===== config.mk =====
export PLATFORM = sky130hd
export DESIGN_NAME = pipelined_adder_flat
export DESIGN_NICKNAME = d
export VERILOG_FILES = /design/src/rtl/pipelined_adder_if.sv /design/src/rtl/pipelined_adder.sv /design/src/flat_wrapper.sv
export SDC_FILE = /design/constraint.sdc
export NUM_CORES = 1
export LEC_CHECK = 0
export CAP_MARGIN = 15
export CORE_MARGIN = 3
export CORE_UTILIZATION = 55
export CTS_BUF_LIST = sky130_fd_sc_hd__clkbuf_16
export DETAILED_ROUTE_END_ITERATION = 10
export GPL_ROUTABILITY_DRIVEN = 0
export PLACE_DENSITY = 0.84
export SLEW_MARGIN = 10
export SYNTH_ARGS = -nofsm -noshare
export SYNTH_HDL_FRONTEND = slang
export SYNTH_SLANG_ARGS = --single-unit

===== constraint.sdc =====
create_clock -name clk -period 3.6 [get_ports clk]
set_input_delay 0.36 -clock clk [delete_from_list [all_inputs] [get_ports clk]]
set_output_delay 0.36 -clock clk [all_outputs]
set_load 0.005 [all_outputs]

===== src/rtl/pipelined_adder_if.sv =====
// Operand/result handshake bundle for pipelined_adder.
// Latency: n/a (wires only).
// Backpressure: out_ready from the consumer, in_ready back to the producer.
interface pipelined_adder_if #(
    parameter int WIDTH = 16
);
    logic             in_valid;
    logic             in_ready;
    logic [WIDTH-1:0] a;
    logic [WIDTH-1:0] b;
    logic             cin;
    logic             sub;
    logic             out_valid;
    logic             out_ready;
    logic [WIDTH-1:0] sum;
    logic             cout;
    logic             ovf;

    modport master (
        output in_valid, a, b, cin, sub, out_ready,
        input  in_ready, out_valid, sum, cout, ovf
    );

    modport slave (
        input  in_valid, a, b, cin, sub, out_ready,
        output in_ready, out_valid, sum, cout, ovf
    );
endinterface


===== src/rtl/pipelined_adder.sv =====
// Pipelined ripple-carry add/sub, one CHUNK-bit slice per stage; PIPE_ADDER_OVF_EN adds signed overflow.
// Latency: WIDTH/CHUNK cycles from acceptance to visible result, 1 op/cycle.
// Backpressure: global stall (out_valid && !out_ready) freezes every stage; in_ready = !stall.
module pipelined_adder #(
    parameter int WIDTH = 16,
    parameter int CHUNK = 4
) (
    input  logic             clk,
    input  logic             rst,
    pipelined_adder_if.slave bus
);
    localparam int STAGES = WIDTH / CHUNK;
    localparam int LAST   = STAGES - 1;

    // Operands are shifted right one slice per stage so slice k always sits at bit 0;
    // the result accumulates in place at its final bit position.
    typedef struct packed {
        logic             vld;
        logic             c;
        logic [WIDTH-1:0] a;
        logic [WIDTH-1:0] b;
        logic [WIDTH-1:0] s;
    } stage_t;

    logic             stall;
    logic             out_vld_q;
    logic [WIDTH-1:0] sum_q;
    logic             cout_q;

    stage_t d [STAGES];
    stage_t r [STAGES];

    assign stall        = out_vld_q && !bus.out_ready;
    assign bus.in_ready = !stall;

    assign d[0] = {bus.in_valid, bus.cin ^ bus.sub, bus.a,
                   (bus.sub ? ~bus.b : bus.b), {WIDTH{1'b0}}};

    for (genvar k = 0; k < STAGES; k++) begin : g_slice
        logic [CHUNK:0] add;

        assign add  = {1'b0, d[k].a[CHUNK-1:0]} + {1'b0, d[k].b[CHUNK-1:0]}
                    + {{CHUNK{1'b0}}, d[k].c};
        assign r[k] = {d[k].vld, add[CHUNK], d[k].a >> CHUNK, d[k].b >> CHUNK,
                       d[k].s | (WIDTH'(add[CHUNK-1:0]) << (k * CHUNK))};
    end

    if (STAGES > 1) begin : g_mid
        stage_t q [STAGES-1];

        always_ff @(posedge clk) begin
            for (int k = 0; k < STAGES - 1; k++) begin
                if (rst) begin
                    q[k] <= '0;
                end else if (!stall) begin
                    q[k] <= r[k];
                end
            end
        end

        for (genvar k = 1; k < STAGES; k++) begin : g_link
            assign d[k] = q[k-1];
        end
    end

    always_ff @(posedge clk) begin
        if (rst) begin
            out_vld_q <= 1'b0;
            sum_q     <= '0;
            cout_q    <= 1'b0;
        end else if (!stall) begin
            out_vld_q <= r[LAST].vld;
            sum_q     <= r[LAST].s;
            cout_q    <= r[LAST].c;
        end
    end

    assign bus.out_valid = out_vld_q;
    assign bus.sum       = sum_q;
    assign bus.cout      = cout_q;

`ifdef PIPE_ADDER_OVF_EN
    logic ovf_q;
    logic msb_cin;

    // MSB sum bit = a ^ b ^ carry-in, so the carry into the MSB is recovered without a second adder.
    assign msb_cin = d[LAST].a[CHUNK-1] ^ d[LAST].b[CHUNK-1] ^ r[LAST].s[WIDTH-1];

    always_ff @(posedge clk) begin
        if (rst) begin
            ovf_q <= 1'b0;
        end else if (!stall) begin
            ovf_q <= msb_cin ^ r[LAST].c;
        end
    end

    assign bus.ovf = ovf_q;
`else
    assign bus.ovf = 1'b0;
`endif
endmodule


===== src/flat_wrapper.sv =====
// flat-port wrapper written by rule: the top's interface ports become plain ports
module pipelined_adder_flat 
#(
    parameter int WIDTH = 16,
    parameter int CHUNK = 4
)
  (clk, rst, bus_in_valid, bus_a, bus_b, bus_cin, bus_sub, bus_out_ready, bus_in_ready, bus_out_valid, bus_sum, bus_cout, bus_ovf);
  pipelined_adder_if #(.WIDTH(WIDTH)) bus_i ();
  input  logic clk;
  input  logic rst;
  input wire logic [$bits(bus_i.in_valid)-1:0] bus_in_valid;
  input wire logic [$bits(bus_i.a)-1:0] bus_a;
  input wire logic [$bits(bus_i.b)-1:0] bus_b;
  input wire logic [$bits(bus_i.cin)-1:0] bus_cin;
  input wire logic [$bits(bus_i.sub)-1:0] bus_sub;
  input wire logic [$bits(bus_i.out_ready)-1:0] bus_out_ready;
  output wire logic [$bits(bus_i.in_ready)-1:0] bus_in_ready;
  output wire logic [$bits(bus_i.out_valid)-1:0] bus_out_valid;
  output wire logic [$bits(bus_i.sum)-1:0] bus_sum;
  output wire logic [$bits(bus_i.cout)-1:0] bus_cout;
  output wire logic [$bits(bus_i.ovf)-1:0] bus_ovf;
  assign bus_i.in_valid = bus_in_valid;
  assign bus_i.a = bus_a;
  assign bus_i.b = bus_b;
  assign bus_i.cin = bus_cin;
  assign bus_i.sub = bus_sub;
  assign bus_i.out_ready = bus_out_ready;
  assign bus_in_ready = bus_i.in_ready;
  assign bus_out_valid = bus_i.out_valid;
  assign bus_sum = bus_i.sum;
  assign bus_cout = bus_i.cout;
  assign bus_ovf = bus_i.ovf;
  pipelined_adder #(.WIDTH(WIDTH), .CHUNK(CHUNK)) u_core (.clk(clk), .rst(rst), .bus(bus_i));
endmodule

==> impl_metrics.csv, run 1 <==
group,metric,value,unit
synthesis,synth.cell_area,4257,um2
synthesis,ys_types,34,
placement,dp_hpwl,3.795,mm
power_and_ir_drop,peakVddDrop,0.0002759,V
global_routing,globalRoute.totalOverflow,0,
critical_path,path_depth,4,
cts,ctsResizeCount,0,
cts,cts_tree,"done",
timing,whs,0.4489,ns
power_and_ir_drop,power,2522,uW
timing,fin_crit_sh,67.85,%
critical_path,startpoint_type,"input pin",
global_routing,grt_max_degree,79,
route,drc,0,
timing,drv_slew,0,
critical_path,path_cells,"clkdlybuf4s50_1, nor2b_4, inv_4, clkdlybuf4s50_1",
timing,tns,0,ns
route,viasPerCell,4.806,
timing,fmax,409.4,MHz
timing,rsz0062_at_grt,"no",
final_layout,drive_gt1_share,10.26,%
floorplan,rows,31,
route,wl_per_cell,12.68,um
power_and_ir_drop,power_density,488.7,nW/um2
critical_path,worstPathRequired,3.24,ns
timing,layout_min_cycle_time,2.443,ns
final_layout,fin_area,5160,um2
critical_path,crit_top_cell,"clkdlybuf4s50_1",
timing,worst_slew_pin_slew,0.9654,ns
cts,cts-root-buf,"clkbuf_16",
global_routing,grt_usage,15.19,%
cts,cts.path.max_buffers,2,
floorplan,core,7370,um2
cts,post-cts-setup-buffer-count,0,
min_path,hp-class,"register to register",
synthesis,synth_fp_nets,379,
placement,io_buffers,56,
cts,cts_hold_buf,0,
final_layout,nNetsFinal,433,
floorplan,pin_count,58,
timing,setup_viol,0,
final_layout,final_core_util,70.02,%
critical_path,slowest_delay,0.56,ns
synthesis,netlist_top_cells_area,"edfxtp_1 (55%), dfxtp_1 (8.5%), and2_1 (8.1%), fa_1 (3.8%), ha_1 (3.5%)",
route,dr.pass1.iters,4,
critical_path,critPathMaxFanout,22,
cts,cts_buffers,9,
placement,placedInstanceArea,4848,um2
final_layout,fillCellCount,528,
timing,finalHoldViolCount,0,
synthesis,synth_top_area_share,55.03,%
floorplan,die_h,93.97,um
route,wirelength,6.076,mm
final_layout,area_growth,21.22,%
critical_path,slowest_stage,"nor2b_4",
floorplan,die_area,8830,um2
cts,clock-sinks,96,
outcome,status,"finished, final reports clean",
global_routing,grt_pass1_wl,10.11,mm
job,cap_viol_max_count,0,
synthesis,syn_inst,321,
floorplan,die_w,93.97,um
power_and_ir_drop,leakage,0.002062,uW
synthesis,yosysSeqAreaShare,63.49,%
min_path,holdPathStages,2,
cts,path_clk_slew,0.06,ns
cts,htree_levels,3,
synthesis,ys_warn_count,0,
route,drt_iter0_drc,75,
floorplan,start_util,57.76,%
route,antenna_left,0,
global_routing,antenna_found_initial,0,
synthesis,syn_avg_cell_area,13.26,um2
critical_path,rr_worst_depth,2,
global_routing,grt_pass1_vias,2265,
critical_path,path_delay_family,"buffers and inverters",
cts,clock_latency,0.33,ns
critical_path,cp_data_arrival_time,2.08,ns
timing,skew,0.007621,ns
critical_path,critPathKind,"input pin to output pin",
synthesis,yosysTopAreaCell,"edfxtp_1",
timing,relSlewSlack,35.64,%
final_layout,n_antenna_cell,0,
synthesis,ys_ff_latch,96,
route,vias,2302,
critical_path,cp-end-kind,"output pin",
critical_path,cp_num_buf_inv,3,
-- power by group --
part | internal [uW] | switching (uW) | leakage, uW
Combinational | 127 | 100 | 0.000840
Clock | 602 | 380 | 0.000154
Sequential | 1290 | 26.6 | 0.00107
-- layer usage --
| layer | part of all wire, % | global-route usage [%] |
|---|---|---|
| met5 | 0 | 0 |
| met4 | 2.9 | 8.785 |
| met3 | 4.4 | 2.885 |
| met2 | 50 | 25.37 |
| met1 | 43 | 18.36 |
-- area by class of cell --
class / count / area, um2 / share of cell area (%)
clock buffer: 9 / 225.2 / 4.365
clock inverter: 7 / 86.33 / 1.673
inverter: 12 / 47.55 / 0.9214
sequential: 96 / 2703 / 52.38
tap: 99 / 123.9 / 2.401
multi-input combinational: 198 / 1399 / 27.11
timing repair buffer: 58 / 575.6 / 11.15
-- final timing paths --
| check | from | slack (ns) | endpoint |
|---|---|---|---|
| worst min-delay path | u_core.bus.sum[8] | 0.45 | u_core.bus.sum[8] |
| worst max-delay path | bus_out_ready | 1.16 | bus_in_ready |
| worst min register to register | u_core.bus.sum[8] | 0.45 | u_core.bus.sum[8] |
| worst max register to register | u_core.bus.out_valid | 1.51 | u_core.g_mid.q[0][24] |
-- cell families after synthesis --
group,after synthesis,synth area share [%]
AND/OR/NAND/NOR,126,16.17
flip-flops,96,63.49
AO/OA/AOI/OAI,30,4.821
buffers and inverters,27,3.821
XOR/XNOR,21,4.321
adder cells (fa/ha/maj),20,7.290
other,1,0.08810
-- layout by cell type, fill, tap and decap left out, types with 4 or more instances in the layout --
cell type        count
a21o_1               4
a21oi_1             13
a21oi_2              8
and2_1              55
clkbuf_16            9
clkdlybuf4s50_1     56
dfxtp_1             18
edfxtp_1            78
fa_1                 8
ha_1                12
inv_1               11
nand2_1             18
nand2_2              8
nor2_1              28
nor2b_1              5
xnor2_1             16
xor2_1               5
-- worst min-delay path, cell delays in order, from the launching register on --
cell and delay (ns):
dfxtp_1 0.31, nand2_1 0.05, a21oi_1 0.05
-- synthesized netlist by cell type, drive strengths merged --
library cell / count
a211oi: 2
a21o: 4
a21oi: 21
and2: 55
and3: 1
buf: 10
clkbuf: 5
conb: 1
dfxtp: 18
edfxtp: 78
fa: 8
ha: 12
inv: 12
nand2: 26
nand2b: 2
nand3: 1
nand3b: 1
nand4b: 1
nor2: 29
nor2b: 6
nor3: 3
o21ai: 3
or4: 1
xnor2: 16
xor2: 5
-- metrics by stage --
step	setup WS [ns]	instances
floorplan	0.6615	321
global placement	1.077	463
detailed placement	1.034	463
CTS	1.134	479
global route	1.030	479
finish	1.157	479
-- registers in the layout, indices dropped and copies added (netlist names) --
register              count
u_core.bus.sum           16
u_core.g_mid.q           78
u_core.bus.cout           1
u_core.bus.out_valid      1
No activity file was read; power rests on OpenSTA's default activity.
==> run 2, diff against run 1 <==
==> constraint.sdc (replaced) <==
create_clock -name clk -period 2.47 [get_ports clk]
set_input_delay 0.247 -clock clk [delete_from_list [all_inputs] [get_ports clk]]
set_output_delay 0.247 -clock clk [all_outputs]
set_load 0.005 [all_outputs]
==> impl_metrics.csv, run 2 (synthesis results as in run 1) <==
group,metric,value,unit
timing,fmax,497.9,MHz
power_and_ir_drop,switching_share,20.35,%
critical_path,cp-end-kind,"register",
timing,fin_crit_sh,81.31,%
route,dr.pass1.iters,4,
final_layout,drive_gt1_share,10.73,%
critical_path,startpoint,"bus_sub",
placement,dp_hpwl,4.302,mm
critical_path,startpoint_type,"input pin",
timing,fin_ws,0.4617,ns
timing,whs,0.4521,ns
timing,skew,0.006403,ns
power_and_ir_drop,pwr-share-seq,51.4,%
global_routing,globalRoute.totalOverflow,0,
final_layout,area_growth,22.22,%
floorplan,core,7370,um2
final_layout,fillCellCount,492,
critical_path,critPathKind,"input pin to register",
final_layout,final_core_util,70.59,%
cts,clock-sinks,96,
global_routing,grt_max_degree,61,
final_layout,regArea,2703,um2
route,drc,0,
critical_path,endpoint,"u_core.g_mid.q[0][40]",
critical_path,timing.rr.start,"u_core.g_mid.q[1][16]",
cts,ctsResizeCount,0,
cts,post-cts-setup-buffer-count,0,
floorplan,die_h,93.97,um
critical_path,cp_data_arrival_time,2.08,ns
critical_path,worstPathRequired,2.54,ns
route,viasPerCell,4.886,
timing,finalHoldViolCount,0,
global_routing,grt_pass1_wl,10.61,mm
min_path,hp-class,"register to register",
route,highest_layer,"met4",
global_routing,antenna_found_initial,0,
final_layout,final_cell_mix,"edfxtp_1 (78), clkdlybuf4s50_1 (56), and2_1 (55)",
power_and_ir_drop,pwr-share-clk,39.4,%
min_path,worstHoldStart,"u_core.bus.sum[10]",
timing,setup_viol,0,
cts,cts-root-buf,"clkbuf_16",
global_routing,grt_usage,15.76,%
final_layout,final_common_cell,"edfxtp_1",
cts,path_clk_slew,0.06,ns
global_routing,grt_pass1_vias,2294,
final_layout,largest_reg_flops,78,
power_and_ir_drop,power_density,714.8,nW/um2
critical_path,worstReg2RegEnd,"u_core.g_mid.q[2][40]",
route,route.met2.wl,3.250,mm
critical_path,rr_worst_depth,5,
cts,cts_hold_buf,0,
power_and_ir_drop,p_switching,756.7,uW
final_layout,nNetsFinal,435,
final_layout,n_antenna_cell,0,
job,cap_viol_max_count,0,
critical_path,critPathMaxFanout,4,
outcome,status,"finished, final reports clean",
floorplan,die_w,93.97,um
route,vias,2350,
route,wl_per_cell,13.29,um
timing,relSlewSlack,43.69,%
timing,worst_slew_pin_slew,0.8427,ns
route,drt_iter0_drc,103,
timing,rsz0062_at_grt,"no",
final_layout,multi_input_comb_area,1399,um2
placement,place_worst_setup_slack,0.07798,ns
timing,drv_slew,0,
cts,htree_levels,3,
cts,cts_buffers,9,
route,wl_met1,2.631,mm
critical_path,reg2reg_slack,0.49,ns
final_layout,largest-register,"u_core.g_mid.q",
floorplan,pin_count,58,
route,wirelength,6.393,mm
route,antenna_left,0,
floorplan,die_area,8830,um2
placement,io_buffers,56,
timing,layout_min_cycle_time,2.008,ns
power_and_ir_drop,p_int,2962,uW
power_and_ir_drop,peakVddDrop,0.0003460,V
floorplan,rows,31,
power_and_ir_drop,leakage,0.002085,uW
power_and_ir_drop,power,3719,uW
cts,cts.path.max_buffers,2,
floorplan,start_util,57.76,%
power_and_ir_drop,comb_power_share,9.2,%
cts,clock_latency,0.33,ns
timing,tns,0,ns
cts,cts_tree,"done",
route,wl_met3,316,um
run 2: cell count changes in the layout (fill, tap and decap cells not counted):
cell	before	now
clkinv_1	2	1
buf_12	0	1
inv_1	11	12
clkinv_2	2	0
buf_4	2	3
clkinv_4	1	0
clkbuf_16	9	11
clkinvlp_4	0	1
inv_4	1	2
bufinv_16	2	1
run 2: power groups by stage:
stage	sequential (uW)	combinational, uW	clock, uW
5_1_grt	1920	387	1550
3_5_place_dp	1950	341	0
2_1_floorplan	1940	209	0
6_report	1910	342	1460
3_3_place_gp	1940	322	0
4_1_cts	1910	347	1480
run 2: how the worst min path moves through the flow:
stage | endpoint | cells after the start
2_1_floorplan | u_core.bus.out_valid | 2
3_3_place_gp | u_core.bus.sum[0] | 2
3_5_place_dp | u_core.bus.sum[10] | 2
4_1_cts | u_core.bus.sum[10] | 2
5_1_grt | u_core.bus.sum[1] | 2
6_report | u_core.bus.sum[10] | 2
run 2: metal layers:
layer / vias up / track usage, %
li1: 1189 / -
met1: 1073 / 18.71
met2: 73 / 26.85
met3: 15 / 3.125
met4: 0 / 8.544
met5: - / 0
run 2: cell type report:
cell class,count,area share [%]
Tap cell,99,2.381
Multi-Input combinational cell,198,26.89
Sequential cell,96,51.95
Clock buffer,11,5.291
Timing Repair Buffer,60,11.59
Inverter,12,0.9139
Clock inverter,5,0.9861
run 2: metrics by stage:
stage,instance area [um2],instances
2_1_floorplan,4259,321
3_3_place_gp,4876,465
3_5_place_dp,4876,465
4_1_cts,5202,481
5_1_grt,5202,481
6_report,5202,481
run 2: critical path, stage by stage:
cell and delay [ns]:
clkdlybuf4s50_1 0.53, xnor2_1 0.27, fa_1 0.24, inv_1 0.06
fa_1 0.40, a21oi_1 0.16, nor2_1 0.05, nor2_1 0.08
nor2_1 0.05
